File: src/rtl/ctx_reg_file.sv
// ctx_reg_file: parameterised register file with clear/load/dec/inc
// commands on an active bank, two registered read ports with zero flags,
// and a shadow bank. A serial save/restore engine copies one register per
// cycle between the two banks.
module ctx_reg_file #(
  parameter int W   = 8,
  parameter int N   = 8,
  parameter int SAT = 0,
  localparam int L  = $clog2(N)
) (
  input  logic         clk,
  input  logic         rst_n,
  input  logic [W-1:0] I,
  input  logic [1:0]   FunSel,
  input  logic [N-1:0] RSel,
  input  logic [L-1:0] O1Sel,
  input  logic [L-1:0] O2Sel,
  output logic [W-1:0] O1,
  output logic [W-1:0] O2,
  output logic         O1_Z,
  output logic         O2_Z,
  input  logic [1:0]   ctx_cmd,
  input  logic         ctx_start,
  output logic         ctx_busy,
  output logic         ctx_done
);

  localparam bit           SAT_EN = (SAT != 0);
  localparam logic [L-1:0] K_LAST = L'(N - 1);

  typedef enum logic [1:0] {
    ST_IDLE = 2'b00,
    ST_COPY = 2'b01,
    ST_DONE = 2'b10
  } state_t;

  state_t       state_reg, state_next;
  logic [L-1:0] k_reg, k_next;
  logic         restore_reg, restore_next;

  // Register commands are honoured whenever the copy engine is not walking
  // the banks; DONE behaves like IDLE for both commands and new starts.
  logic ops_en;
  logic start_ok;

  assign ops_en   = (state_reg != ST_COPY);
  assign start_ok = ops_en && ctx_start && (ctx_cmd[0] ^ ctx_cmd[1]);

  // Next value of every active register, packed so the read ports can pick
  // the post-edge value (write-through).
  logic [N-1:0][W-1:0] r_next_all;

  // FSM state, copy index and latched direction.
  always_ff @(posedge clk or negedge rst_n) begin
    if (!rst_n) begin
      state_reg   <= ST_IDLE;
      k_reg       <= '0;
      restore_reg <= 1'b0;
    end else begin
      state_reg   <= state_next;
      k_reg       <= k_next;
      restore_reg <= restore_next;
    end
  end

  // Next-state logic: accept a start from IDLE/DONE, walk k across the banks.
  always_comb begin
    state_next   = state_reg;
    k_next       = k_reg;
    restore_next = restore_reg;
    case (state_reg)
      ST_COPY: begin
        k_next = k_reg + 1'b1;
        if (k_reg == K_LAST) begin
          state_next = ST_DONE;
        end
      end
      default: begin
        if (start_ok) begin
          state_next   = ST_COPY;
          k_next       = '0;
          restore_next = ctx_cmd[1];
        end else begin
          state_next = ST_IDLE;
        end
      end
    endcase
  end

  assign ctx_busy = (state_reg == ST_COPY);
  assign ctx_done = (state_reg == ST_DONE);

  generate
    for (genvar gi = 0; gi < N; gi++) begin : g_reg
      localparam logic [L-1:0] IDX = L'(gi);

      logic [W-1:0] r_reg, r_next;
      logic [W-1:0] s_reg, s_next;
      logic         copy_hit;

      assign copy_hit = (state_reg == ST_COPY) && (k_reg == IDX);

      // Active register: command update, or restore from shadow on its copy slot.
      always_comb begin
        r_next = r_reg;
        if (ops_en && RSel[gi]) begin
          case (FunSel)
            2'b00: r_next = '0;
            2'b01: r_next = I;
            2'b10: begin
              if (SAT_EN && (r_reg == '0)) r_next = r_reg;
              else                         r_next = r_reg - 1'b1;
            end
            default: begin
              if (SAT_EN && (r_reg == '1)) r_next = r_reg;
              else                         r_next = r_reg + 1'b1;
            end
          endcase
        end else if (copy_hit && restore_reg) begin
          r_next = s_reg;
        end
      end

      // Shadow register: only written on its save slot.
      always_comb begin
        s_next = s_reg;
        if (copy_hit && !restore_reg) begin
          s_next = r_reg;
        end
      end

      // Bank storage; reset wipes both banks so no partial copy survives.
      always_ff @(posedge clk or negedge rst_n) begin
        if (!rst_n) begin
          r_reg <= '0;
          s_reg <= '0;
        end else begin
          r_reg <= r_next;
          s_reg <= s_next;
        end
      end

      assign r_next_all[gi] = r_next;
    end
  endgenerate

  logic [W-1:0] o1_reg, o2_reg;
  logic         o1_z_reg, o2_z_reg;

  // Registered read ports with zero flags, fed from post-update values.
  always_ff @(posedge clk or negedge rst_n) begin
    if (!rst_n) begin
      o1_reg   <= '0;
      o2_reg   <= '0;
      o1_z_reg <= 1'b1;
      o2_z_reg <= 1'b1;
    end else begin
      o1_reg   <= r_next_all[O1Sel];
      o2_reg   <= r_next_all[O2Sel];
      o1_z_reg <= (r_next_all[O1Sel] == '0);
      o2_z_reg <= (r_next_all[O2Sel] == '0);
    end
  end

  assign O1   = o1_reg;
  assign O2   = o2_reg;
  assign O1_Z = o1_z_reg;
  assign O2_Z = o2_z_reg;

endmodule

File: config.mk
export PLATFORM = sky130hd
export DESIGN_NAME = ctx_reg_file
export DESIGN_NICKNAME = d
export VERILOG_FILES = /design/src/rtl/ctx_reg_file.sv
export SDC_FILE = /design/constraint.sdc
export NUM_CORES = 1
export LEC_CHECK = 0
export ABC_AREA = 0
export BUFFER_PORTS_ARGS = -buffer_cell sky130_fd_sc_hd__buf_2
export CAP_MARGIN = 30
export CORE_ASPECT_RATIO = 1.25
export CORE_MARGIN = 1
export CORE_UTILIZATION = 60
export CTS_CLUSTER_DIAMETER = 50
export DETAILED_ROUTE_END_ITERATION = 10
export PLACE_DENSITY_LB_ADDON = 0.1
export SYNTH_ARGS = -nofsm -noshare
export SYNTH_HDL_FRONTEND = slang
export SYNTH_SLANG_ARGS = --single-unit
File: constraint.sdc
create_clock -name clk -period 3.9 [get_ports clk]
set_clock_uncertainty 0.05 [all_clocks]
set_input_delay 0.78 -clock clk [delete_from_list [all_inputs] [get_ports clk]]
set_output_delay 0.78 -clock clk [all_outputs]
set_load 0.02 [all_outputs]
==> reports/results.md, run 1 <==
* **Bufs on Longest Clock Path** 2
* **remaining number of nets flagged by the antenna check after routing** 0
* **core utilization of the finished layout** 0.693
* **total power** 9670 µW
* **classification of the worst-slack hold path** in2async
* **setup slack of the worst register-to-register path** 0.29 ns
* **distinct cell type count of the synthesized netlist** 91
* **I/O pin count** 49
* **number of hold-slack violations in the final timing report** 0
* **estimated wirelength of the detail-placed design** 27200 µm
* **Via Count** 10043
* **floorplan die height** 150 µm
* **Critical Setup Path Class** reg2reg
* **dominant cells by area after synthesis** sky130_fd_sc_hd__dfrtp_1 36%, sky130_fd_sc_hd__mux2_2 7.5%, sky130_fd_sc_hd__nand2_1 3.6%, sky130_fd_sc_hd__mux2i_1 3.2%, sky130_fd_sc_hd__nand3_1 3.2%
* **Skew-Pair Late Insertion Delay** 0.43 ns
* **count of buffers added by post-CTS timing repair for setup** 0
* **largest net degree at the start of global routing** 92
* **power density of the placed cells** 822 nW/µm²
* **clock tree root buffer cell** sky130_fd_sc_hd__clkbuf_16
* **clock slew at the register clock pins of the worst setup and hold paths** 0.07 ns
* **most common cell in the synthesized netlist** sky130_fd_sc_hd__dfrtp_1
* **Reg2Reg Capture Point** O1_Z
* **share of cells above drive strength 1** 0.212
* **cts bufs inserted** 17
* **crit path launch type** flip-flop
* **IR drop worst, VDD** 0.508 mV
* **post-cts repair resize count** 0
* **number of antenna cells inserted** 0
* **CTS H-tree lvls** 4
* **setup repair after global routing missed its margin** no
* **number of antenna violations at the first check in global routing** 0
* **count of mapped cells out of synthesis** 1156
* **most frequently used flop master after synthesis** sky130_fd_sc_hd__dfrtp_1
* **Hold Buf Count CTS** 0
* **die outline area** 18100 µm²
* **Async SR Flop Fraction** 1.00
* **Period minus WS final** 3.61 ns
* **sequential-to-total area share from yosys stat** 0.362
* **die width** 120 µm
* **leading area contributor after synthesis** sky130_fd_sc_hd__dfrtp_1
* **r2r worst-path depth** 11
* **CTS tree** built
* **first-pass GRT wire length** 55600 µm
* **count of maximum capacitance violations** 0
* **result of the run** finished clean
* **synthesis-to-layout area growth** 12.0%
* **static leakage** 0.00502 µW
* **crit share post-route** 0.926
* **placeable core area** 17000 µm²
* **Seq cells post-synth** 152
* **residual overflow from global routing** 0
* **count of fill cells added during filler insertion** 1361
* **Worst Tran Pin Value** 0.825 ns
* **Slew Viols, Final** 0
* **minimum hold slack** 0.261 ns
* **First DRT Iteration DRCs** 1316
* **routed wire length per instance** 25.6 µm
* **count of buffers inserted at the top-level ports** 48
* **worst relative slew slack** 0.450
* **CP Data Arrival Time** 3.90 ns
* **nets** 1246
* **timing-limited maximum frequency** 277 MHz
* **nets in the synthesized netlist** 1200
* **vias in the first global route** 9291
* **average cell area after synthesis** 9.09 µm²
* **number of enable-type register cells in the synthesized netlist** 0
* **fraction of post-synthesis cell area in the top cell type by area** 0.357
* **global router's overall resource usage** 0.415
* **routability-driven placement congestion ratio** 1.07
* **Final setup violation count** 0
* **Worst Setup End Kind** flip-flop
* **Critical Path RT** 4.19 ns
* **wirelength, routed** 36700 µm
* **Crit Reg-Reg Startpoint** state_reg[1]
* **maximum fanout count along the critical path** 12
* **row count** 53
* **# DRC** 0
* **Num Clock Sinks** 152
* **starting density of the core** 0.619
* **post-synth design cell area** 10500 µm²
* **most instantiated cells after synthesis** 150 x sky130_fd_sc_hd__dfrtp_1, 102 x sky130_fd_sc_hd__nand2_1, 70 x sky130_fd_sc_hd__mux2_2, 67 x sky130_fd_sc_hd__nand3_1
* **number of search-and-repair iterations in the first detailed-routing pass** 5
* **Yosys warnings** 0
* **vias per cell** 7.00
[per-layer routing]
layer  vias up  global-route usage  wire [µm]
met1      4926               0.530      14300
met2       558               0.658      16800
met4         0               0.232       2200
met3       120              0.0831       3410
met5         -                   0          0
li1       4439                   -          -
[cell usage in the layout, fill, tap and decap left out, drive strengths merged, types with 14 or more instances in the layout]
master  synthesis  layout
dfrtp         150     150
nor3           28      28
and3           21      21
or4            16      16
ha             15      15
nand3          67      67
nand2         102     102
nand4          19      19
a31oi          22      22
a21oi          58      58
o21ai          58      58
clkbuf         54      19
nor4           20      20
inv            31      34
buf            41     123
mux2i          34      34
or3            14      14
nor2           45      45
mux2           72      72
and2           26      26
xnor2          31      31
a211oi         15      15
[kinds of logic (layout without fill, tap and decap cells)]
kind of cell / count (synthesis) / count (layout) / synth area share
buffers and inverters: 130 / 189 / 0.0575
AND/OR/NAND/NOR: 418 / 418 / 0.216
flip-flops: 152 / 152 / 0.362
adder cells (fa/ha/maj): 15 / 15 / 0.0179
multiplexers: 112 / 112 / 0.123
XOR/XNOR: 42 / 42 / 0.0350
AO/OA/AOI/OAI: 287 / 287 / 0.189
[where the power goes]
part | switching, µW | internal [µW]
Combinational | 2730 | 2030
Sequential | 929 | 2350
Clock | 707 | 918
[worst max-delay path by stage]
stage / startpoint / endpoint / slack [ns] / cells after the start
detailed placement: FunSel[1] / O1_Z / -0.04 / 13
global placement: FunSel[1] / O1_Z / -0.09 / 13
global route: k_reg[1] / O1_Z / 0.11 / 12
finish: state_reg[1] / O1_Z / 0.29 / 11
floorplan: FunSel[1] / O2_Z / 0.003 / 14
CTS: state_reg[1] / O1_Z / 0.36 / 11
[area by class of cell]
cell class                      count  area (µm²)  share of cell area
Multi-Input combinational cell    874        6100               0.518
Sequential cell                   152        3810               0.323
Timing Repair Buffer              123         885              0.0752
Clock buffer                       19         453              0.0385
Tap cell                          220         275              0.0234
Inverter                           34         128              0.0108
Clock inverter                     13         120              0.0102
[per-stage QoR]
stage / setup WS, ns / std cells / TNS, ns / area [µm²]
2_1_floorplan: 0.00334 / 1156 / 0 / 10500
3_3_place_gp: -0.0931 / 1403 / -0.0931 / 11200
3_5_place_dp: -0.0389 / 1403 / -0.0389 / 11200
4_1_cts: 0.356 / 1435 / 0 / 11800
5_1_grt: 0.110 / 1435 / 0 / 11800
6_report: 0.287 / 1435 / 0 / 11800
[worst max-delay path: stages (launching register included)]
cell	delay (ns)
sky130_fd_sc_hd__dfrtp_1	0.50
sky130_fd_sc_hd__nand2b_1	0.25
sky130_fd_sc_hd__buf_4	0.21
sky130_fd_sc_hd__nand2_1	0.36
sky130_fd_sc_hd__o211ai_1	0.27
sky130_fd_sc_hd__o31a_1	0.22
sky130_fd_sc_hd__a22o_1	0.21
sky130_fd_sc_hd__o41ai_1	0.69
sky130_fd_sc_hd__o31ai_1	0.17
sky130_fd_sc_hd__buf_4	0.19
sky130_fd_sc_hd__nor4_1	0.16
sky130_fd_sc_hd__nor4b_2	0.23
Note: power is estimated with default switching activity, not from simulation.
==> inputs of run 2 (changes only) <==
Settings changed: CORE_UTILIZATION 60 to 30.
==> run 2 against run 1 <==
Effect of this change:
- worst hold slack lost 0.025 ns
- highest routed layer is now met5
- combinational power grew 12%
- non-clock buffer count grew 88
- final area grew 8.8%
- largest power group unchanged
- total power grew 7.3%
- final cell count grew 23%
- maximum frequency grew 1.9%
- sequential power is essentially flat
- die area grew 98%
==> reports/results.md, run 2 (synthesis results as in run 1) <==
* **static leakage** 0.00546 µW, +8.7%
* **setup repair after global routing missed its margin** no
* **met3 Track Usage GR** 0.0262, -0.0568
* **CTS tree** built
* **synthesis-to-layout area growth** 21.8%
* **Slew Viols, Final** 0, unchanged
* **worst relative slew slack** 0.581, +0.131
* **Hold Buf Count CTS** 0, unchanged
* **Worst Tran Pin Value** 0.612 ns, -0.214 ns
* **clock tree root buffer cell** sky130_fd_sc_hd__clkbuf_16
* **crit share post-route** 0.909, -0.0177
* **CP Data Arrival Time** 3.87 ns, -0.03 ns
* **floorplan die height** 211 µm, +41%
* **busiest layer in global routing** met2
* **share of cells above drive strength 1** 0.266, +0.0532
* **Final setup violation count** 0, unchanged
* **core utilization of the finished layout** 0.371, -0.322
* **IR drop worst, VDD** 0.354 mV, -30%
* **starting density of the core** 0.305, -0.315
* **first-pass GRT wire length** 66100 µm, +19%
* **global router's overall resource usage** 0.256, -0.159
* **Worst Setup End Kind** flip-flop
* **final std cells w/o fill** 1771, +23%
* **number of antenna cells inserted** 0, unchanged
* **largest net degree at the start of global routing** 57, -38%
* **die outline area** 35800 µm², +98%
* **post-cts repair resize count** 0, unchanged
* **clock slew at the register clock pins of the worst setup and hold paths** 0.07 ns, about the same
* **placed cell count** 1737, +24%
* **routability-driven placement congestion ratio** 0.959, -10%
* **number of antenna violations at the first check in global routing** 1, +1
* **CTS H-tree lvls** 4, unchanged
* **Period minus WS final** 3.54 ns, -0.0688 ns
* **nets** 1334, +7.1%
* **commonest non-fill, non-tap cell in the layout** sky130_fd_sc_hd__buf_4
* **count of buffers inserted at the top-level ports** 48, unchanged
* **die width** 169 µm, +41%
* **I/O pin count** 49, unchanged
* **remaining number of nets flagged by the antenna check after routing** 0, unchanged
* **Via Count** 10037, -0.060%
* **maximum fanout count along the critical path** 4, -8
* **met1 Track Usage GR** 0.325, -0.205
* **Critical Setup Path Class** in2reg
* **count of buffers added by post-CTS timing repair for setup** 0, unchanged
* **leading cell types in the layout, fill and taps excluded** 154 x sky130_fd_sc_hd__buf_4, 150 x sky130_fd_sc_hd__dfrtp_1, 102 x sky130_fd_sc_hd__nand2_1
* **number of search-and-repair iterations in the first detailed-routing pass** 5, unchanged
* **residual overflow from global routing** 0, unchanged
* **cts bufs inserted** 17, unchanged
* **routed wire length per instance** 25.1 µm, -2.1%
* **placeable core area** 34500 µm², +100%
* **wirelength, routed** 44400 µm, +21%
* **crit path launch type** input pin
* **vias in the first global route** 9956, +7.2%
* **power density of the placed cells** 810 nW/µm², -1.4%
* **timing-limited maximum frequency** 282 MHz, +1.9%
* **number of hold-slack violations in the final timing report** 0, unchanged
* **met2 Track Usage GR** 0.428, -0.230
* **classification of the worst-slack hold path** in2async
* **setup slack of the critical path after layout** 0.356 ns, +0.0688 ns
* **Num Clock Sinks** 152, unchanged
* **worst setup slack after placement** -0.0646 ns, -0.0257 ns
* **estimated wirelength of the detail-placed design** 34600 µm, +28%
* **count of maximum capacitance violations** 0, unchanged
* **Skew-Pair Late Insertion Delay** 0.46 ns, +0.03 ns
* **# DRC** 0, unchanged
* **Critical Path RT** 4.22 ns, +0.03 ns
* **First DRT Iteration DRCs** 763, -42%
* **minimum hold slack** 0.236 ns, -0.0252 ns
* **row count** 76, +43%
* **result of the run** finished clean
* **Bufs on Longest Clock Path** 2, unchanged
* **vias per cell** 5.67, -19%
## run 2: area by class of cell
cell class                      count  area [µm²]
Tap cell                          468         586
Fill cell                        3529       21700
Clock buffer                       20         457
Clock inverter                     12         143
Sequential cell                   152        3810
Inverter                           34         128
Multi-Input combinational cell    874        6100
Timing Repair Buffer              211        1580
## run 2: power breakdown
group | internal (µW) | switching (µW)
clock network | 983 | 758
registers | 2340 | 933
logic | 2390 | 2960
## run 2: per-stage QoR
stage          TNS [ns]  power (µW)  instance area (µm²)
6_report              0       10400                12800
5_1_grt               0       11000                12800
4_1_cts               0       10400                12800
3_5_place_dp    -0.0848        8580                12200
3_3_place_gp    -0.0527        8590                12200
2_1_floorplan         0        6160                10500
## run 2: worst max-delay path, cell delays in order
cell and delay, ns:
sky130_fd_sc_hd__buf_2 0.12, sky130_fd_sc_hd__nand2b_1 0.16, sky130_fd_sc_hd__buf_4 0.18, sky130_fd_sc_hd__xnor2_1 0.13, sky130_fd_sc_hd__ha_1 0.22, sky130_fd_sc_hd__nor3_1 0.22
sky130_fd_sc_hd__nor4b_1 0.09, sky130_fd_sc_hd__a311oi_1 0.30, sky130_fd_sc_hd__a21boi_0 0.18, sky130_fd_sc_hd__buf_4 0.17, sky130_fd_sc_hd__mux4_2 0.45, sky130_fd_sc_hd__nor2_1 0.15
sky130_fd_sc_hd__o31ai_1 0.14, sky130_fd_sc_hd__nor4_1 0.24, sky130_fd_sc_hd__buf_4 0.16, sky130_fd_sc_hd__nor4b_2 0.18
## run 2: path summary, 6_finish.rpt
check	slack [ns]	cells past startpoint	start	end
min in group clk	0.44	2	g_reg[0].s_reg[4]	g_reg[0].s_reg[4]
max	0.36	16	FunSel[0]	O1_Z
max in group asynchronous	2.68	2	rst_n	g_reg[4].r_reg[1]
min	0.24	1	rst_n	g_reg[0].s_reg[5]
min reg2reg	0.44	2	g_reg[0].s_reg[4]	g_reg[0].s_reg[4]
max reg2reg	0.45	10	k_reg[1]	O1_Z
## run 2: layer usage
metal  wire length (µm)  share of wire  up-vias
met5                 13        0.00029        -
met4               2210          0.050        2
met1              19100           0.43     5027
met2              21300           0.48      310
met3               1720          0.039       84
li1                   -              -     4614
